<file path="src/rtl/accum_pkg.sv">
// Shared definitions for multi_tap_accumulator: tap indices, per-tap contribution
// and width-parametrised saturating add used when ACCUM_SATURATE_EN is defined.
package accum_pkg;

  typedef enum int unsigned {
    TAP_EARLY  = 0,
    TAP_PROMPT = 1,
    TAP_LATE   = 2
  } tap_idx_e;

  // Arithmetic is carried at a fixed wide width and narrowed by the caller,
  // so one function body serves every ACC_W.
  localparam int WIDE_W = 64;
  typedef logic signed [WIDE_W-1:0] wide_t;

  function automatic wide_t tap_contrib(input logic        code_bit,
                                        input logic        mix_sign,
                                        input logic [31:0] mag,
                                        input logic        valid);
    wide_t m;
    m = wide_t'({32'd0, mag});
    if (!valid) return '0;
    return (code_bit == mix_sign) ? m : -m;
  endfunction

  function automatic wide_t rail_hi(input int w);
    return (wide_t'(1) <<< (w - 1)) - wide_t'(1);
  endfunction

  function automatic wide_t rail_lo(input int w);
    return -(wide_t'(1) <<< (w - 1));
  endfunction

  function automatic wide_t sat_add(input wide_t a, input wide_t b, input int w);
    wide_t s;
    s = a + b;
    if (s > rail_hi(w)) return rail_hi(w);
    if (s < rail_lo(w)) return rail_lo(w);
    return s;
  endfunction

  function automatic logic sat_clips(input wide_t a, input wide_t b, input int w);
    wide_t s;
    s = a + b;
    return (s > rail_hi(w)) || (s < rail_lo(w));
  endfunction

endpackage

</file>
<file path="src/rtl/accum_tap.sv">
// Single-tap integrate-and-dump accumulator with latched result.
// ACCUM_SATURATE_EN selects clamping with a sticky overflow flag; otherwise wraps.
module accum_tap
  import accum_pkg::*;
#(
  parameter int ACC_W = 16,
  parameter int MAG_W = 3
) (
  input  logic                    clk,
  input  logic                    rst,
`ifdef ACCUM_SATURATE_EN
  input  logic                    rd_ack,
  output logic                    overflow,
`endif
  input  logic                    code_bit,
  input  logic                    mix_sign,
  input  logic [MAG_W-1:0]        mag,
  input  logic                    sample_valid,
  input  logic                    dump,
  output logic signed [ACC_W-1:0] result
);

  logic signed [ACC_W-1:0] acc_q, acc_d;
  logic signed [ACC_W-1:0] result_q, result_d;
  wide_t                   base;
  wide_t                   contrib;

`ifdef ACCUM_SATURATE_EN
  logic overflow_q, overflow_d;
  logic clip;
`endif

  always_comb begin
    // A dump restarts the integration from the current sample alone.
    base     = dump ? '0 : wide_t'(acc_q);
    contrib  = tap_contrib(code_bit, mix_sign, 32'(mag), sample_valid);
    result_d = dump ? acc_q : result_q;
`ifdef ACCUM_SATURATE_EN
    acc_d      = ACC_W'(sat_add(base, contrib, ACC_W));
    clip       = sat_clips(base, contrib, ACC_W);
    overflow_d = clip | (overflow_q & ~(rd_ack & ~dump));
`else
    acc_d      = ACC_W'(base + contrib);
`endif
  end

  always_ff @(posedge clk) begin
    if (rst) begin
      acc_q      <= '0;
      result_q   <= '0;
`ifdef ACCUM_SATURATE_EN
      overflow_q <= 1'b0;
`endif
    end else begin
      acc_q      <= acc_d;
      result_q   <= result_d;
`ifdef ACCUM_SATURATE_EN
      overflow_q <= overflow_d;
`endif
    end
  end

  assign result = result_q;
`ifdef ACCUM_SATURATE_EN
  assign overflow = overflow_q;
`endif

endmodule

</file>
<file path="src/rtl/multi_tap_accumulator.sv">
// Accumulate-and-dump engine for one tracking arm: NUM_TAPS parallel code taps,
// sample counting and read-acknowledge flags. ACCUM_SATURATE_EN enables clamping.
module multi_tap_accumulator
  import accum_pkg::*;
#(
  parameter int NUM_TAPS = 3,
  parameter int ACC_W    = 16,
  parameter int MAG_W    = 3,
  parameter int CNT_W    = 16
) (
  input  logic                      clk,
  input  logic                      rst,
  input  logic [NUM_TAPS-1:0]       code,
  input  logic                      carrier_mix_sign,
  input  logic [MAG_W-1:0]          carrier_mix_mag,
  input  logic                      sample_valid,
  input  logic                      dump_enable,
  input  logic                      rd_ack,
  output logic [NUM_TAPS*ACC_W-1:0] accumulation,
  output logic [CNT_W-1:0]          dump_count,
  output logic                      dump_valid,
  output logic                      new_data,
  output logic                      missed_dump,
  output logic [NUM_TAPS-1:0]       overflow
);

  logic [CNT_W-1:0] cnt_q, cnt_d;
  logic [CNT_W-1:0] dump_count_q, dump_count_d;
  logic             dump_valid_q, dump_valid_d;
  logic             new_data_q, new_data_d;
  logic             missed_dump_q, missed_dump_d;

  for (genvar t = 0; t < NUM_TAPS; t++) begin : g_tap
    accum_tap #(
      .ACC_W(ACC_W),
      .MAG_W(MAG_W)
    ) u_tap (
      .clk         (clk),
      .rst         (rst),
`ifdef ACCUM_SATURATE_EN
      .rd_ack      (rd_ack),
      .overflow    (overflow[t]),
`endif
      .code_bit    (code[t]),
      .mix_sign    (carrier_mix_sign),
      .mag         (carrier_mix_mag),
      .sample_valid(sample_valid),
      .dump        (dump_enable),
      .result      (accumulation[t*ACC_W +: ACC_W])
    );
  end

`ifndef ACCUM_SATURATE_EN
  assign overflow = '0;
`endif

  always_comb begin
    cnt_d = cnt_q;
    if (dump_enable)
      cnt_d = CNT_W'(sample_valid);
    else if (sample_valid && (cnt_q != '1))
      cnt_d = cnt_q + CNT_W'(1);

    dump_count_d = dump_enable ? cnt_q : dump_count_q;
    dump_valid_d = dump_enable;

    // A dump coinciding with rd_ack counts as fresh data, not as a miss.
    new_data_d    = dump_enable | (new_data_q & ~rd_ack);
    missed_dump_d = missed_dump_q;
    if (dump_enable && new_data_q && !rd_ack)
      missed_dump_d = 1'b1;
    else if (rd_ack && !dump_enable)
      missed_dump_d = 1'b0;
  end

  always_ff @(posedge clk) begin
    if (rst) begin
      cnt_q         <= '0;
      dump_count_q  <= '0;
      dump_valid_q  <= 1'b0;
      new_data_q    <= 1'b0;
      missed_dump_q <= 1'b0;
    end else begin
      cnt_q         <= cnt_d;
      dump_count_q  <= dump_count_d;
      dump_valid_q  <= dump_valid_d;
      new_data_q    <= new_data_d;
      missed_dump_q <= missed_dump_d;
    end
  end

  assign dump_count  = dump_count_q;
  assign dump_valid  = dump_valid_q;
  assign new_data    = new_data_q;
  assign missed_dump = missed_dump_q;

endmodule

</file>
<file path="config.mk">
export PLATFORM = sky130hd
export DESIGN_NAME = multi_tap_accumulator
export DESIGN_NICKNAME = d
export VERILOG_FILES = /design/src/rtl/accum_pkg.sv /design/src/rtl/accum_tap.sv /design/src/rtl/multi_tap_accumulator.sv
export SDC_FILE = /design/constraint.sdc
export NUM_CORES = 1
export LEC_CHECK = 0
export CORE_ASPECT_RATIO = 1.5
export CORE_MARGIN = 2
export CORE_UTILIZATION = 40
export DETAILED_ROUTE_END_ITERATION = 12
export PLACE_DENSITY = 0.58
export SLEW_MARGIN = 5
export SYNTH_ARGS = -nofsm -noshare
export SYNTH_HDL_FRONTEND = slang
export SYNTH_HIERARCHICAL = 1
export SYNTH_SLANG_ARGS = --single-unit
</file>
<file path="constraint.sdc">
create_clock -name clk -period 4.9 [get_ports clk]
set_input_delay 0.735 -clock clk [delete_from_list [all_inputs] [get_ports clk]]
set_output_delay 0.735 -clock clk [all_outputs]
set_load 0.02 [all_outputs]
</file>
## Word level (Yosys, flattened, before mapping)

Cells that the tools add are included.

- Flip-flop bits (word level): 131
- Bits in latches: 0
- RAM bits: 0
- ROM bits: 0
- Input bits: 12
- Output and inout port bits: 70
- Logic and storage cells: 46
- Memories kept: 0

- $add $sub $neg: 5
- $mul: 0
- Divide/modulo/power cells: 0
- $lt $le $gt $ge: 0
- Equality and inequality tests: 4
- Shift operators: 0
- Mux-type cells: 13
- Bitwise operators: 3
- Reductions and logical operators: 9

Operator list:

| cell | number |
|---|---|
| $mux 16 | 9 |
| $add 16x16->16 | 3 |
| $add 16x1->16 const B | 1 |
| $ne 16x16->1 const B | 1 |
| $neg 3->16 | 1 |
| $logic_and 1x1->1 | 4 |
| $mux 1 | 4 |
| $reduce_bool 2->1 | 2 |
| $eq 1x1->1 | 3 |
| $logic_not 1->1 | 2 |
| $reduce_or 2->1 | 1 |
| $and 1x1->1 | 1 |
| $not 1->1 | 1 |
| $or 1x1->1 | 1 |

## Depth between registers and ports, before layout

- Depth after elaboration: 4
- Mapped depth: 14
- Depth with buffers taken out: 14

## Cells and area by module

Netlist, hierarchy kept.

By module, submodules not included:

| module | times used | cells each | area each (sq um) |
|---|---|---|---|
| accum_tap | 3 | 286 | 2318.5 |
| multi_tap_accumulator | 1 | 163 | 1493.9 |

## Least setup slack after synthesis

Ideal clock, no wire load.

- Kind: in2reg
- Start point: in dump_enable
- End point: reg g_tap[0].u_tap.acc_q[14]
- Setup time: 123 ps
- Arrival: 3696 ps
- Required time: 4777 ps
- Path slack: 1081 ps
- Cell stages on the path: 14
- Path buffers: 3
- Cells stage by stage: clkbuf_1 clkbuf_1 buf_1 nor2b_1 ha_1 inv_1 fa_1 nor2b_1 o2111ai_2 a2bb2oi_2 a31oi_1 o31a_2 o41ai_2 mux2_1

- Longest elaborated chain between the ends: 2

Ends and longest elaborated chain:

| element | line | source |
|---|---|---|
| start, declared | multi_tap_accumulator.sv:17 | `input logic dump_enable,` |
| $mux 16 | accum_tap.sv:35 | `base = dump ? '0 : wide_t'(acc_q);` |
| $add 16x16->16 | accum_tap.sv:43 | `acc_d = ACC_W'(base + contrib);` |
| end signal, assigned | accum_tap.sv:49 | `acc_q <= '0;` |
| end signal, assigned | accum_tap.sv:55 | `acc_q <= acc_d;` |
| end, declared | accum_tap.sv:23 | `logic signed [ACC_W-1:0] acc_q, acc_d;` |

No other way between the ends.
A chain may end at the register's enable or synchronous reset.

## Final worst setup path

- Start point: in carrier_mix_sign
- End point: reg g_tap[2].u_tap.acc_q[14]

- Longest elaborated chain between the ends: 4

Ends and longest elaborated chain:

| element | line | source |
|---|---|---|
| start, declared | multi_tap_accumulator.sv:14 | `input logic carrier_mix_sign,` |
| $eq 1x1->1 | accum_pkg.sv:23 | `return (code_bit == mix_sign) ? m : -m;` |
| $mux 16 (2 in series) | accum_pkg.sv:23 |  |
| $add 16x16->16 | accum_tap.sv:43 |  |
| end signal, assigned | accum_tap.sv:49 |  |
| end signal, assigned | accum_tap.sv:55 |  |
| end, declared | accum_tap.sv:23 |  |

No other way between the ends.

==> results list <==
- Result of the run: complete, no violations
- TritonCTS clock tree: built
* Hold bufs inserted after CTS: 0
- From left edge to right edge, the die measures 123 um.
- After synthesis, the share of flip-flops with an asynchronous set or reset is 0%.
- YS warnings: 6
* Unrepaired setup endpoints after global routing: false
- Path depth of the worst reg2reg path: 11
- Number of global-route vias before repair: 7139
- Worst Path Arrival: 4.33 ns
- Buffers on Ports: 78
- Cell Area, Synth: 0.00845 mm^2
* Final Wtd Congestion: 0.811
- Min-Delay Endpoint: g_tap[1].u_tap/result[15]
- The internal portion of the total power is 2.17 mW.
* Largest net degree at the start of global routing: 72
- In the routed design, unresolved DRC markers number 0.
- Cells with a size suffix above 1 make up 8.44% of the layout.
* Number of standard-cell rows in the floorplan: 65
- The core region is 0.0209 mm^2.
- Summing the sequential cell areas from Yosys gives 31.0% of the chip area.
* Power density normalized to cell area: 303 mW/mm^2
- After the first detailed-routing iteration, the DRC count stood at 410.
* Nets: 1138
- Walking the worst path, the cells encountered are clkdlybuf4s50_1, xor2_1, buf_4, nor2_1, a21oi_1, nand2b_1, fa_1, nor2b_1, o2111ai_2, a2bb2oi_2, a31oi_1, o31a_2, o41ai_2, mux2_1.
- The hold violation total from the final report came to 0.
- Of all nets on the critical path, the largest fanout is 10.
- For the worst setup path, the data required time is 5.21 ns.
- The largest single stage delay on the critical path is 0.57 ns.
- Number of instances resized during post-cts repair: 0
* Utilization of the core after routing: 48.3%
* Power Total: 3.06 mW
* Switching power total: 883 uW
- Worst slew margin relative to its limit: 29.2%
- Worst Min Path Start: g_tap[1].u_tap/acc_q[15]
- Number of max-capacitance violations reported: 0
* Antenna violations before repair: 0
- The tree built by TritonCTS fans out to 131 sinks.
* Insertion delay of the later-clocked pin in the worst-skew pair: 0.43 ns
- Once placement completed, the tool counted placed cells totaling 1338.
* Part of the total power dissipated in sequential elements: 38.5%
- Largest voltage drop on the vdd net: 0.215 mV
* Post-DP HPWL: 15.2 mm
* Critical-path cell with the highest stage delay: clkdlybuf4s50_1
- After synthesis the netlist holds a flip-flop and latch count of 131.
- The library cells used most frequently in the layout, excluding fill and tap cells, are 137 x nor2_1, 131 x dfxtp_1, 76 x clkdlybuf4s50_1, 72 x mux2i_1, 56 x nor2b_1.
- FF-to-FF End: g_tap[2].u_tap/acc_q[14]
- Clock-pin slew was measured on the worst setup and hold paths at 0.06 ns.
- In this run, the combinational gates consume 18.2% of the power.
* Least setup slack across all paths after layout: 0.882 ns
- On the final layout, the worst clock skew is 0.00540 ns.
- Sum of negative setup slack: 0 ns
- After layout, the minimum clock period comes to 4.02 ns.
- Each instance of the synthesized netlist takes up on average 8.28 um^2.
* Kind of critical path: input pin to flop
- Kind of capture point of the worst setup path: flop
* Leakage power figure: 4.06 nW
* Most frequent standard cell in the layout excluding fill and tap cells: nor2_1
- Initial cell density of the core: 40.4%
- Die height: 182 um
- Clk network pwr share: 43.3%
- Count of cells along the worst hold path: 2
- For this run, the leading register cell type out of synthesis is dfxtp_1.
- GRT Residual Overflow: 0
- Counting every instance in the synthesized netlist gives 1021.
* Maximum clock path buffer count: 2
- Across all layers, the routed design uses 7454 vias.
- Period Utilization, post-route: 82.0%
- Post-Layout Cell Count: 1370
* Worst flop-to-flop path startpoint: g_tap[2].u_tap/acc_q[0]
* Number of buffers inserted during clock tree synthesis: 17
- Element type at the critical path start: input pin
* Number of flops mapped to enable cells by yosys: 0
- Setup violations remaining at the end of the flow were counted as 0.
* Switching power as a share of total power: 28.9%
- H-Tree Level Count: 4
- Max Clk Rate: 249 MHz
- Final max-slew violation count: 0
- Number of antenna diodes: 0
- DR vias/cell: 5.44
- Global routing usage summed across all routing layers: 19.6%
- After clock tree synthesis, the setup repair step added 0 buffers.
- In this run the count of I/O pins placed on the die edge is 82.
- The tree is rooted in a clkbuf_16.
- Path type of the worst min-delay path: flop to flop
* R2r setup slk: 1.86 ns
- The pre-antenna-repair detailed-routing pass consisted of 4 iterations.
- Area enclosed by the die boundary: 0.0223 mm^2
- Synthesis-to-layout area growth: 19.4%
- The number of different library cells used by synthesis comes to 70.
- Post-placement worst setup slack: 0.524 ns
* Transition at the pin with the smallest max-transition slack: 1.05 ns
* WL/cell: 15.5 um
- The first global-routing pass estimated 34.9 mm of wire.
- Routed Wire Length: 21.2 mm
* Remaining antenna violation count after routing: 0
[worst max path at each step]
stage	start	end	slack, ns	cells past startpoint
floorplan	dump_enable	g_tap[0].u_tap/acc_q[14]	1.08	14
global placement	carrier_mix_sign	g_tap[0].u_tap/acc_q[14]	0.57	14
detailed placement	carrier_mix_sign	g_tap[0].u_tap/acc_q[14]	0.52	14
CTS	carrier_mix_sign	g_tap[2].u_tap/acc_q[14]	0.93	14
global route	carrier_mix_sign	g_tap[2].u_tap/acc_q[11]	0.69	15
finish	carrier_mix_sign	g_tap[2].u_tap/acc_q[14]	0.88	14
[per-layer routing]
metal | up-vias | wire length, um | global-route usage [%]
li1 | 3785 | - | -
met1 | 3498 | 9220 | 22.6
met2 | 126 | 10800 | 34.6
met3 | 45 | 589 | 3.99
met4 | 0 | 598 | 7.95
met5 | - | 0 | 0
[Yosys cell counts (all sizes together) (15+ instances only)]
master | number | area (um^2)
xnor2 | 46 | 403
inv | 43 | 161
nor2 | 137 | 514
nand2b | 19 | 119
dfxtp | 131 | 2620
nand2 | 49 | 191
a21oi | 53 | 265
clkbuf | 22 | 93.8
or3 | 18 | 128
a21o | 15 | 113
nor3 | 30 | 150
buf | 27 | 136
nor2b | 56 | 350
nand4 | 19 | 119
o21ai | 54 | 270
o211ai | 19 | 143
mux2i | 72 | 721
ha | 34 | 425
[state kept, by name (all words and copies together), names as in the netlist]
| signal | count |
|---|---|
| g_tap.u_tap/acc_q | 48 |
| g_tap.u_tap/result | 48 |
| cnt_q | 16 |
| dump_count | 16 |
| dump_valid | 1 |
| missed_dump | 1 |
| new_data | 1 |
[power by group through the flow]
stage	combinational (mW)	sequential [mW]	clock (mW)
after floorplan	0.391	1.20	0
after global placement	0.551	1.20	0
after detailed placement	0.553	1.20	0
after CTS	0.557	1.18	1.36
after global routing	0.616	1.18	1.40
final	0.556	1.18	1.32
[through the flow]
step	hold WS [ns]	cell area, um^2
final	0.485	10100
after detailed placement	0.474	9480
after global routing	0.508	10100
after floorplan	0.456	8460
after global placement	0.466	9480
after CTS	0.490	10100
[worst max-delay path, delay by kind of cell]
kind                     cells  cell delay [ns]
AO/OA/AOI/OAI                6             1.18
buffers and inverters        2             0.77
AND/OR/NAND/NOR              3             0.59
adder cells (fa/ha/maj)      1             0.41
multiplexers                 1             0.36
XOR/XNOR                     1             0.26
[area by class of cell]
class	instances	area, um^2
clock inverter	14	174
sequential	131	2620
multi-input combinational	797	5430
clock buffer	18	439
timing repair buffer	96	915
tap	268	335
fill	2033	10800
inverter	46	173
[kinds of logic (layout without fill, tap and decap cells)]
kind of cell	after synthesis	in the layout	share of synthesized area [%]
simple gates	381	381	23.0
compound gates	234	234	19.2
flops	131	131	31.0
buf+inv	95	174	4.77
mux	81	81	9.73
xor+xnor	52	52	5.39
fa+ha+maj	46	46	6.81
other cells	1	3	0.0444
No activity file was read; power rests on OpenSTA's default activity.
